[src/rtl/seg_scan_driver.sv]
// Eight-digit 7-segment scan driver with a double-buffered frame, per-digit blink
// and a blank override, split onto two 4-digit tube banks.
module seg_scan_driver #(
    parameter int CLK_HZ   = 100_000_000,
    parameter int SCAN_HZ  = 1000,
    parameter int BLINK_HZ = 2
) (
    input  logic        clk,
    input  logic        rst,
    input  logic        load,
    input  logic [39:0] load_sym,
    input  logic [7:0]  load_dp,
    input  logic [7:0]  load_blink,
    input  logic        blank,
    output logic        pending,
    output logic        frame_sync,
    output logic [7:0]  seg_en,
    output logic [7:0]  tube1,
    output logic [7:0]  tube2
);

    localparam int DWELL = CLK_HZ / SCAN_HZ;
    localparam int HALF  = CLK_HZ / (2 * BLINK_HZ);
    localparam int DW    = (DWELL > 1) ? $clog2(DWELL) : 1;
    localparam int HW    = (HALF > 1) ? $clog2(HALF) : 1;
    localparam logic [DW-1:0] DWELL_LAST = DW'(DWELL - 1);
    localparam logic [HW-1:0] HALF_LAST  = HW'(HALF - 1);

    logic [DW-1:0] dwell_cnt;
    logic [HW-1:0] blink_cnt;
    logic          phase;
    logic [2:0]    idx;

    logic [39:0]   active_sym;
    logic [7:0]    active_dp;
    logic [7:0]    active_blink;
    logic [39:0]   shadow_sym;
    logic [7:0]    shadow_dp;
    logic [7:0]    shadow_blink;

    logic          dwell_wrap;
    logic          commit;
    logic [4:0]    cur_sym;
    logic [7:0]    pattern;

    function automatic logic [6:0] decode(input logic [4:0] code);
        logic [6:0] s;
        case (code)
            5'd0:    s = 7'b1111110;
            5'd1:    s = 7'b0110000;
            5'd2:    s = 7'b1101101;
            5'd3:    s = 7'b1111001;
            5'd4:    s = 7'b0110011;
            5'd5:    s = 7'b1011011;
            5'd6:    s = 7'b1011111;
            5'd7:    s = 7'b1110000;
            5'd8:    s = 7'b1111111;
            5'd9:    s = 7'b1111011;
            5'd10:   s = 7'b1110111;
            5'd11:   s = 7'b0011111;
            5'd12:   s = 7'b1001110;
            5'd13:   s = 7'b0111101;
            5'd14:   s = 7'b1001111;
            5'd15:   s = 7'b1000111;
            5'd17:   s = 7'b0000001;
            5'd18:   s = 7'b1100111;
            5'd19:   s = 7'b0001110;
            5'd20:   s = 7'b0000101;
            5'd21:   s = 7'b0010101;
            5'd22:   s = 7'b0011101;
            5'd23:   s = 7'b0111110;
            5'd24:   s = 7'b1011011;
            default: s = 7'b0000000;
        endcase
        return s;
    endfunction

    assign dwell_wrap = (dwell_cnt == DWELL_LAST);
    assign commit     = dwell_wrap && (idx == 3'd7);

    always_comb begin
        cur_sym = 5'd16;
        for (int i = 0; i < 8; i++) begin
            if (idx == 3'(i)) begin
                cur_sym = active_sym[5*i +: 5];
            end
        end
        if (!phase && active_blink[idx]) begin
            pattern = 8'h00;
        end else begin
            pattern = {decode(cur_sym), active_dp[idx]};
        end
    end

    always_ff @(posedge clk) begin
        if (rst) begin
            dwell_cnt <= '0;
            blink_cnt <= '0;
            phase     <= 1'b1;
            idx       <= 3'd0;
        end else begin
            dwell_cnt <= dwell_wrap ? '0 : dwell_cnt + 1'b1;
            if (dwell_wrap) begin
                idx <= idx + 3'd1;
            end
            if (blink_cnt == HALF_LAST) begin
                blink_cnt <= '0;
                phase     <= ~phase;
            end else begin
                blink_cnt <= blink_cnt + 1'b1;
            end
        end
    end

    // A load landing on the commit edge skips the shadow and goes straight to active.
    always_ff @(posedge clk) begin
        if (rst) begin
            active_sym   <= {8{5'd16}};
            active_dp    <= 8'h00;
            active_blink <= 8'h00;
            shadow_sym   <= {8{5'd16}};
            shadow_dp    <= 8'h00;
            shadow_blink <= 8'h00;
            pending      <= 1'b0;
            frame_sync   <= 1'b0;
        end else begin
            frame_sync <= 1'b0;
            if (commit) begin
                if (load) begin
                    active_sym   <= load_sym;
                    active_dp    <= load_dp;
                    active_blink <= load_blink;
                    pending      <= 1'b0;
                    frame_sync   <= 1'b1;
                end else if (pending) begin
                    active_sym   <= shadow_sym;
                    active_dp    <= shadow_dp;
                    active_blink <= shadow_blink;
                    pending      <= 1'b0;
                    frame_sync   <= 1'b1;
                end
            end else if (load) begin
                shadow_sym   <= load_sym;
                shadow_dp    <= load_dp;
                shadow_blink <= load_blink;
                pending      <= 1'b1;
            end
        end
    end

    always_ff @(posedge clk) begin
        if (rst || blank) begin
            seg_en <= 8'h00;
            tube1  <= 8'h00;
            tube2  <= 8'h00;
        end else begin
            seg_en <= 8'b1 << idx;
            if (!idx[2]) begin
                tube1 <= pattern;
                tube2 <= 8'h00;
            end else begin
                tube1 <= 8'h00;
                tube2 <= pattern;
            end
        end
    end

endmodule

[config.mk]
export PLATFORM = sky130hd
export DESIGN_NAME = seg_scan_driver
export DESIGN_NICKNAME = d
export VERILOG_FILES = /design/src/rtl/seg_scan_driver.sv
export SDC_FILE = /design/constraint.sdc
export NUM_CORES = 1
export LEC_CHECK = 0
export CAP_MARGIN = 20
export CORE_MARGIN = 2
export CORE_UTILIZATION = 30
export CTS_CLUSTER_SIZE = 8
export DETAILED_ROUTE_END_ITERATION = 7
export SLEW_MARGIN = 20
export SYNTH_ARGS = -nofsm -noshare
export SYNTH_HDL_FRONTEND = slang
export SYNTH_SLANG_ARGS = --single-unit
[constraint.sdc]
create_clock -name clk -period 10.28 [get_ports clk]
set_clock_uncertainty 0.2 [all_clocks]
set_input_delay 1.028 -clock clk [delete_from_list [all_inputs] [get_ports clk]]
set_output_delay 1.028 -clock clk [all_outputs]
set_load 0.01 [all_outputs]
==> results of run 1 <==
## routing by layer
metal	up-vias	GRT usage [%]	routed length, um
met3	15	3.46	700
met2	101	21.7	8780
met1	2952	19.9	10000
met5	-	0	0
met4	0	3.86	267
li1	3323	-	-
## synth_stat cells (3+ instances only)
cell type    n  share of area (%)
nand2b_1     8               0.62
o21ai_0     12               0.74
a211o_1      9               0.97
a21oi_1     63                3.9
nor2b_1      8               0.62
nor3_1       9               0.55
ha_1        15                2.3
or3_1        5               0.38
inv_1       16               0.74
buf_2       23                1.4
mux4_2       5                1.4
nand2_1    138                6.4
a21o_1       4               0.37
nand3b_1    10               0.92
nand4_1      4               0.31
dfxtp_1    184                 45
and4_1       4               0.43
o2111ai_1    3               0.32
a31oi_1      4               0.31
and2_1       6               0.46
xnor2_1     12                1.3
mux2i_1     60                7.4
nand3_1     26                1.6
o22ai_1      3               0.23
clkbuf_1    38                1.8
nor2_1     125                5.8
xor2_1      27                2.9
a211oi_1    55                5.1
and3_1      10               0.77
## final timing paths
| check | from | endpoint | slack, ns |
|---|---|---|---|
| setup / recovery | idx[2] | tube2[4] | 5.98 |
| hold / removal | shadow_sym[32] | shadow_sym[32] | 0.25 |
| setup reg to reg | idx[2] | tube2[4] | 5.98 |
| hold reg to reg | shadow_sym[32] | shadow_sym[32] | 0.25 |
## final cells by class
cell class / instances / area [um2] / share of cell area, %
multi-input combinational: 667 / 4120 / 42.1
sequential: 184 / 3680 / 37.7
timing repair buffer: 90 / 883 / 9.03
clock buffer: 19 / 443 / 4.53
tap: 341 / 427 / 4.36
clock inverter: 13 / 160 / 1.64
inverter: 17 / 63.8 / 0.653
## power by group
| part | switching [mW] | internal (mW) | total, mW | leakage [nW] |
|---|---|---|---|---|
| clock | 0.300 | 0.374 | 0.674 | 0.292 |
| sequential | 0.00767 | 0.727 | 0.735 | 1.50 |
| combinational | 0.0493 | 0.0428 | 0.0921 | 1.82 |
| total | 0.357 | 1.14 | 1.50 | 3.61 |
## through the flow
step	hold slack [ns]	instance area, um2	utilization, %
CTS	0.256	9780	36.5
detailed placement	0.246	9180	34.2
finish	0.254	9780	36.5
global placement	0.241	9180	34.2
global route	0.267	9780	36.5
floorplan	0.226	8130	-
## registers in the layout, indices dropped and copies added, names as in the netlist, 3 cells and up
register	flops
active_blink	8
active_dp	8
dwell_cnt	17
shadow_blink	8
tube2	8
shadow_dp	8
seg_en	8
shadow_sym	40
idx	3
blink_cnt	25
active_sym	40
tube1	8
## worst min-delay path: cells and delay by family, from the launching register on
| kind | cells | cell delay, ns |
|---|---|---|
| flip-flops | 1 | 0.31 |
| AND/OR/NAND/NOR | 1 | 0.05 |
| AO/OA/AOI/OAI | 1 | 0.05 |
## kinds of logic after synthesis
| kind of cell | synth area share [%] |
|---|---|
| compound gates | 14.6 |
| fa+ha+maj | 2.31 |
| xor+xnor | 4.20 |
| simple gates | 20.5 |
| buf+inv | 4.19 |
| flops | 45.3 |
| mux | 8.91 |
==> metrics.txt, run 1 <==
outcome=complete, no violations; Final WS setup=5.98 ns; postcts setup bufs=0; Final Wtd Congestion=around 0.87; CTS HTree Levels=4; Total Routed Length=19800 um; Netlist cell types=63; synthesized flop and latch total=roughly 180; commonest register cell after synthesis=dfxtp_1; sequential area share after synthesis=45.3%; highest-count cells in the layout ignoring fill and taps=184 x dfxtp_1, 137 x nand2_1, 124 x nor2_1; Post-DP HPWL=13700 um; most common cell after layout, fill and taps aside=dfxtp_1; Total Routing Usage GR=14.2%; via count=6391; Final Non-Filler Cells=roughly 1.3k; Design Power=roughly 1.5 mW; crit-path cells=clkinv_1 -> ha_1 -> nor2_1 -> a31oi_1 -> o2111ai_1 -> o211ai_1 -> inv_1 -> ha_1 -> mux4_2 -> mux2_2 -> nor2_1; max-cap violation count=0; layout cell share with drive strength beyond 1=5.56%; P&R area growth vs syn=20.3%; Critical Path RT=10.43 ns; Die W=169 um; vias in the first global route=5794; Fin Setup TNS=0 ns; # rows=60; drt wl/cell=between 10 and 15 um; WHS Path Cells=2; fin crit period=4.30 ns; Post-Syn Area=8130 um2; Synth Warn #=0; Worst-path clk slew=0.07 ns; post-synthesis async set-or-reset flop share=0%; die area=28400 um2; Max VDD drop=~0.086 mV; Clock Sinks=184; total CTS buffers=17; RSZ-0062 raised after global routing=false; max-slew violation count=0; core footprint=26800 um2; Fillers=2706; # nets final=~1.1k; PortBufs=85; Placed Instances=1299; clk_lat worst skew=0.44 ns; CP startpoint kind=flop; worst slew pin tran=approximately 0.99 ns; Ports=86; 1st-iter DRT viols=422; syn nets=1007; initial antenna violation count=0; CTS Buffer Depth=2; EDFF count, synth=0; post-cts sizing count=0; crit end category=flop; hold buffers post-CTS=0; Crit Path Max Fanout=18; Fin. Hold Viols=0; router iterations before antenna repair=4; syn avg cell area=8.72 um2; DR DRC count=0; largest net degree at the start of global routing=97; FF-to-FF path depth=11; Starting Density=just over 30%; CP Data Arrival Time=4.45 ns; Max Freq=232 MHz; Worst slew margin=33.6%; root buffer cell=clkbuf_16; antenna diode count=0; P_leak=~3.6 nW; worst path buffer plus inverter count=2; kind of critical path=reg2reg; Vias/cell=4.80; CTS tree=done; first-pass GRT wire length=31900 um; PwrDens=153 nW/um2; Die H=169 um; grt ovf=0; final number of setup-violating endpoints=0; cell family with most CP delay=multiplexers; Final period util=41.9%; worst stage delay on the critical path=0.72 ns; Levels on crit path=11; Mapped Cells=between 900 and 1k; antenna-violating nets left=0; DP Worst Slack=6.05 ns; Worst path slowest cell=dfxtp_1; min-delay worst type=reg2reg
Power figures use the tool's default switching activity.
==> inputs of run 2 (changes only) <==
Clock period 10.28 ns to 3.7 ns, I/O delays scaled along.
==> metrics.txt, run 2 (synthesized netlist as in run 1, its figures left out) <==
outcome=complete, no violations; Post-DP HPWL=13900 um (+1.5%); worst slew pin tran=0.719 ns (-0.270 ns); Vias/cell=4.85 (+1.0%); Final period util=91.4% (+50 points); Crit Path Max Fanout=8 (-10); crit-path cells=ha_1 -> ha_1 -> nor2_1 -> o221a_2 -> o22ai_1 -> a21o_1 -> ha_1 -> mux4_2 -> mux2_2 -> nor2_1; Clock Sinks=184 (unchanged); CTS tree=done; Starting Density=30.3% (unchanged); PortBufs=85 (unchanged); hold buffers post-CTS=0 (unchanged); Total Routing Usage GR=14.3% (+0.11 points); antenna diode count=0 (unchanged); HP Start=rst; grt ovf=0 (unchanged); crit end category=flop; FF-to-FF path depth=10 (-1); vias in the first global route=6105 (+5.4%); # rows=60 (unchanged); most common cell after layout, fill and taps aside=dfxtp_1; Total Routed Length=19900 um (+0.57%); post-cts sizing count=0 (unchanged); crit path launch=idx[0]; Psw=1.02 mW (+190%); Logic pwr share=6.1% (about the same); initial antenna violation count=0 (unchanged); DR DRC count=0 (unchanged); P_leak=3.68 nW (+1.9%); via count=6514 (+1.9%); first-pass GRT wire length=32400 um (+1.6%); router iterations before antenna repair=5 (+1); antenna-violating nets left=0 (unchanged); postcts setup bufs=0 (unchanged); core footprint=26800 um2 (unchanged); final worst hold slack=0.164 ns (-0.0899 ns); Design Power=4.20 mW (+180%); 1st-iter DRT viols=440 (+4.3%); CTS Buffer Depth=2 (unchanged); Max VDD drop=0.235 mV (+170%); fin crit period=3.38 ns (-0.919 ns); highest-count cells in the layout ignoring fill and taps=184 x dfxtp_1, 137 x nand2_1, 124 x nor2_1; Fin. Hold Viols=0 (unchanged); Max Freq=296 MHz (+27%); # nets final=1064 (+1.1%); CP startpoint kind=flop; reg2reg start=idx[0]; reg2reg end=tube2[4]; kind of critical path=reg2reg; die area=28400 um2 (unchanged); CP Data Arrival Time=3.54 ns (-0.91 ns); Critical Path RT=3.86 ns (-6.57 ns); Die H=169 um (unchanged); max-slew violation count=0 (unchanged); WHS Path Cells=2 (unchanged); Sw Ratio=24.4% (+0.62 points); Die W=169 um (unchanged); most used cell, CP=ha_1; clk_lat worst skew=0.44 ns (about the same); PwrDens=424 nW/um2 (+180%); Worst-path clk slew=0.07 ns (about the same); largest registers=active_sym x40, shadow_sym x40, blink_cnt x25; worst stage delay on the critical path=0.47 ns (-0.25 ns); Worst path slowest cell=mux4_2; largest net degree at the start of global routing=89 (-8.2%); layout cell share with drive strength beyond 1=6.69% (+1.1 points); Clock Power Share=45.2% (+0.3 points); RSZ-0062 raised after global routing=false; P&R area growth vs syn=21.7%; P_int=3.17 mW (+180%); drt wl/cell=14.8 um (-0.33%); reg2reg setup slack=0.32 ns (-5.66 ns); Fin Setup TNS=0 ns (unchanged); sequential share of power=48.7% (-0.3 points); Final Wtd Congestion=0.858 (-1.2%); Ports=86 (unchanged); Worst slew margin=52.1% (+18 points); max-cap violation count=0 (unchanged); total CTS buffers=17 (unchanged); root buffer cell=clkbuf_16; CTS HTree Levels=4 (unchanged); Hold Path End=frame_sync; final number of setup-violating endpoints=0 (unchanged); min-delay worst type=in2reg
## run 2: cell types whose count changed in the layout (fill, tap and decap cells not counted), sizes merged
cell / before / now
buf: 7 / 19
inv: 22 / 24
clkbuf: 19 / 18
clkinv: 4 / 3
## run 2: worst max-delay path: cells and delay by family, from the launching register on
kind | cells | cell delay, ns
flops | 1 | 0.34
mux | 2 | 0.77
compound gates | 3 | 0.59
fa+ha+maj | 3 | 0.95
simple gates | 2 | 0.46
## run 2: cell type report
class,instances,area (um2)
Clock buffer,18,429
Timing Repair Buffer,102,998
Fill cell,2703,16900
Multi-Input combinational cell,667,4120
Inverter,17,63.8
Clock inverter,14,179
Tap cell,341,427
Sequential cell,184,3680
## run 2: how the worst max path moves through the flow
stage / endpoint / slack, ns
after floorplan: tube2[4] / 0.18
after global placement: tube2[4] / 0.45
after detailed placement: tube2[4] / 0.35
after CTS: tube2[4] / 0.33
after global routing: tube2[4] / 0.10
final: tube2[4] / 0.32
## run 2: power by group through the flow
stage	clock network, mW	logic [mW]	registers, mW
2_1_floorplan	0	0.143	2.08
3_3_place_gp	0	0.259	2.09
3_5_place_dp	0	0.261	2.09
4_1_cts	1.96	0.261	2.04
5_1_grt	2.03	0.282	2.05
6_report	1.90	0.257	2.04
## run 2: per-layer routing
metal  routed length [um]  GRT usage (%)
met1                 9810           19.5
met2                 9110           22.8
met3                  708           2.88
met4                  277           4.31
met5                    0              0
## run 2: per-stage QoR
stage | area [um2] | cells | setup slack [ns] | utilization [%]
final | 9900 | 1343 | 0.317 | 36.9
after global routing | 9900 | 1343 | 0.101 | 36.9
after CTS | 9900 | 1343 | 0.334 | 36.9
after detailed placement | 9290 | 1311 | 0.354 | 34.7
after global placement | 9290 | 1311 | 0.446 | 34.7
after floorplan | 8130 | 932 | 0.180 | -
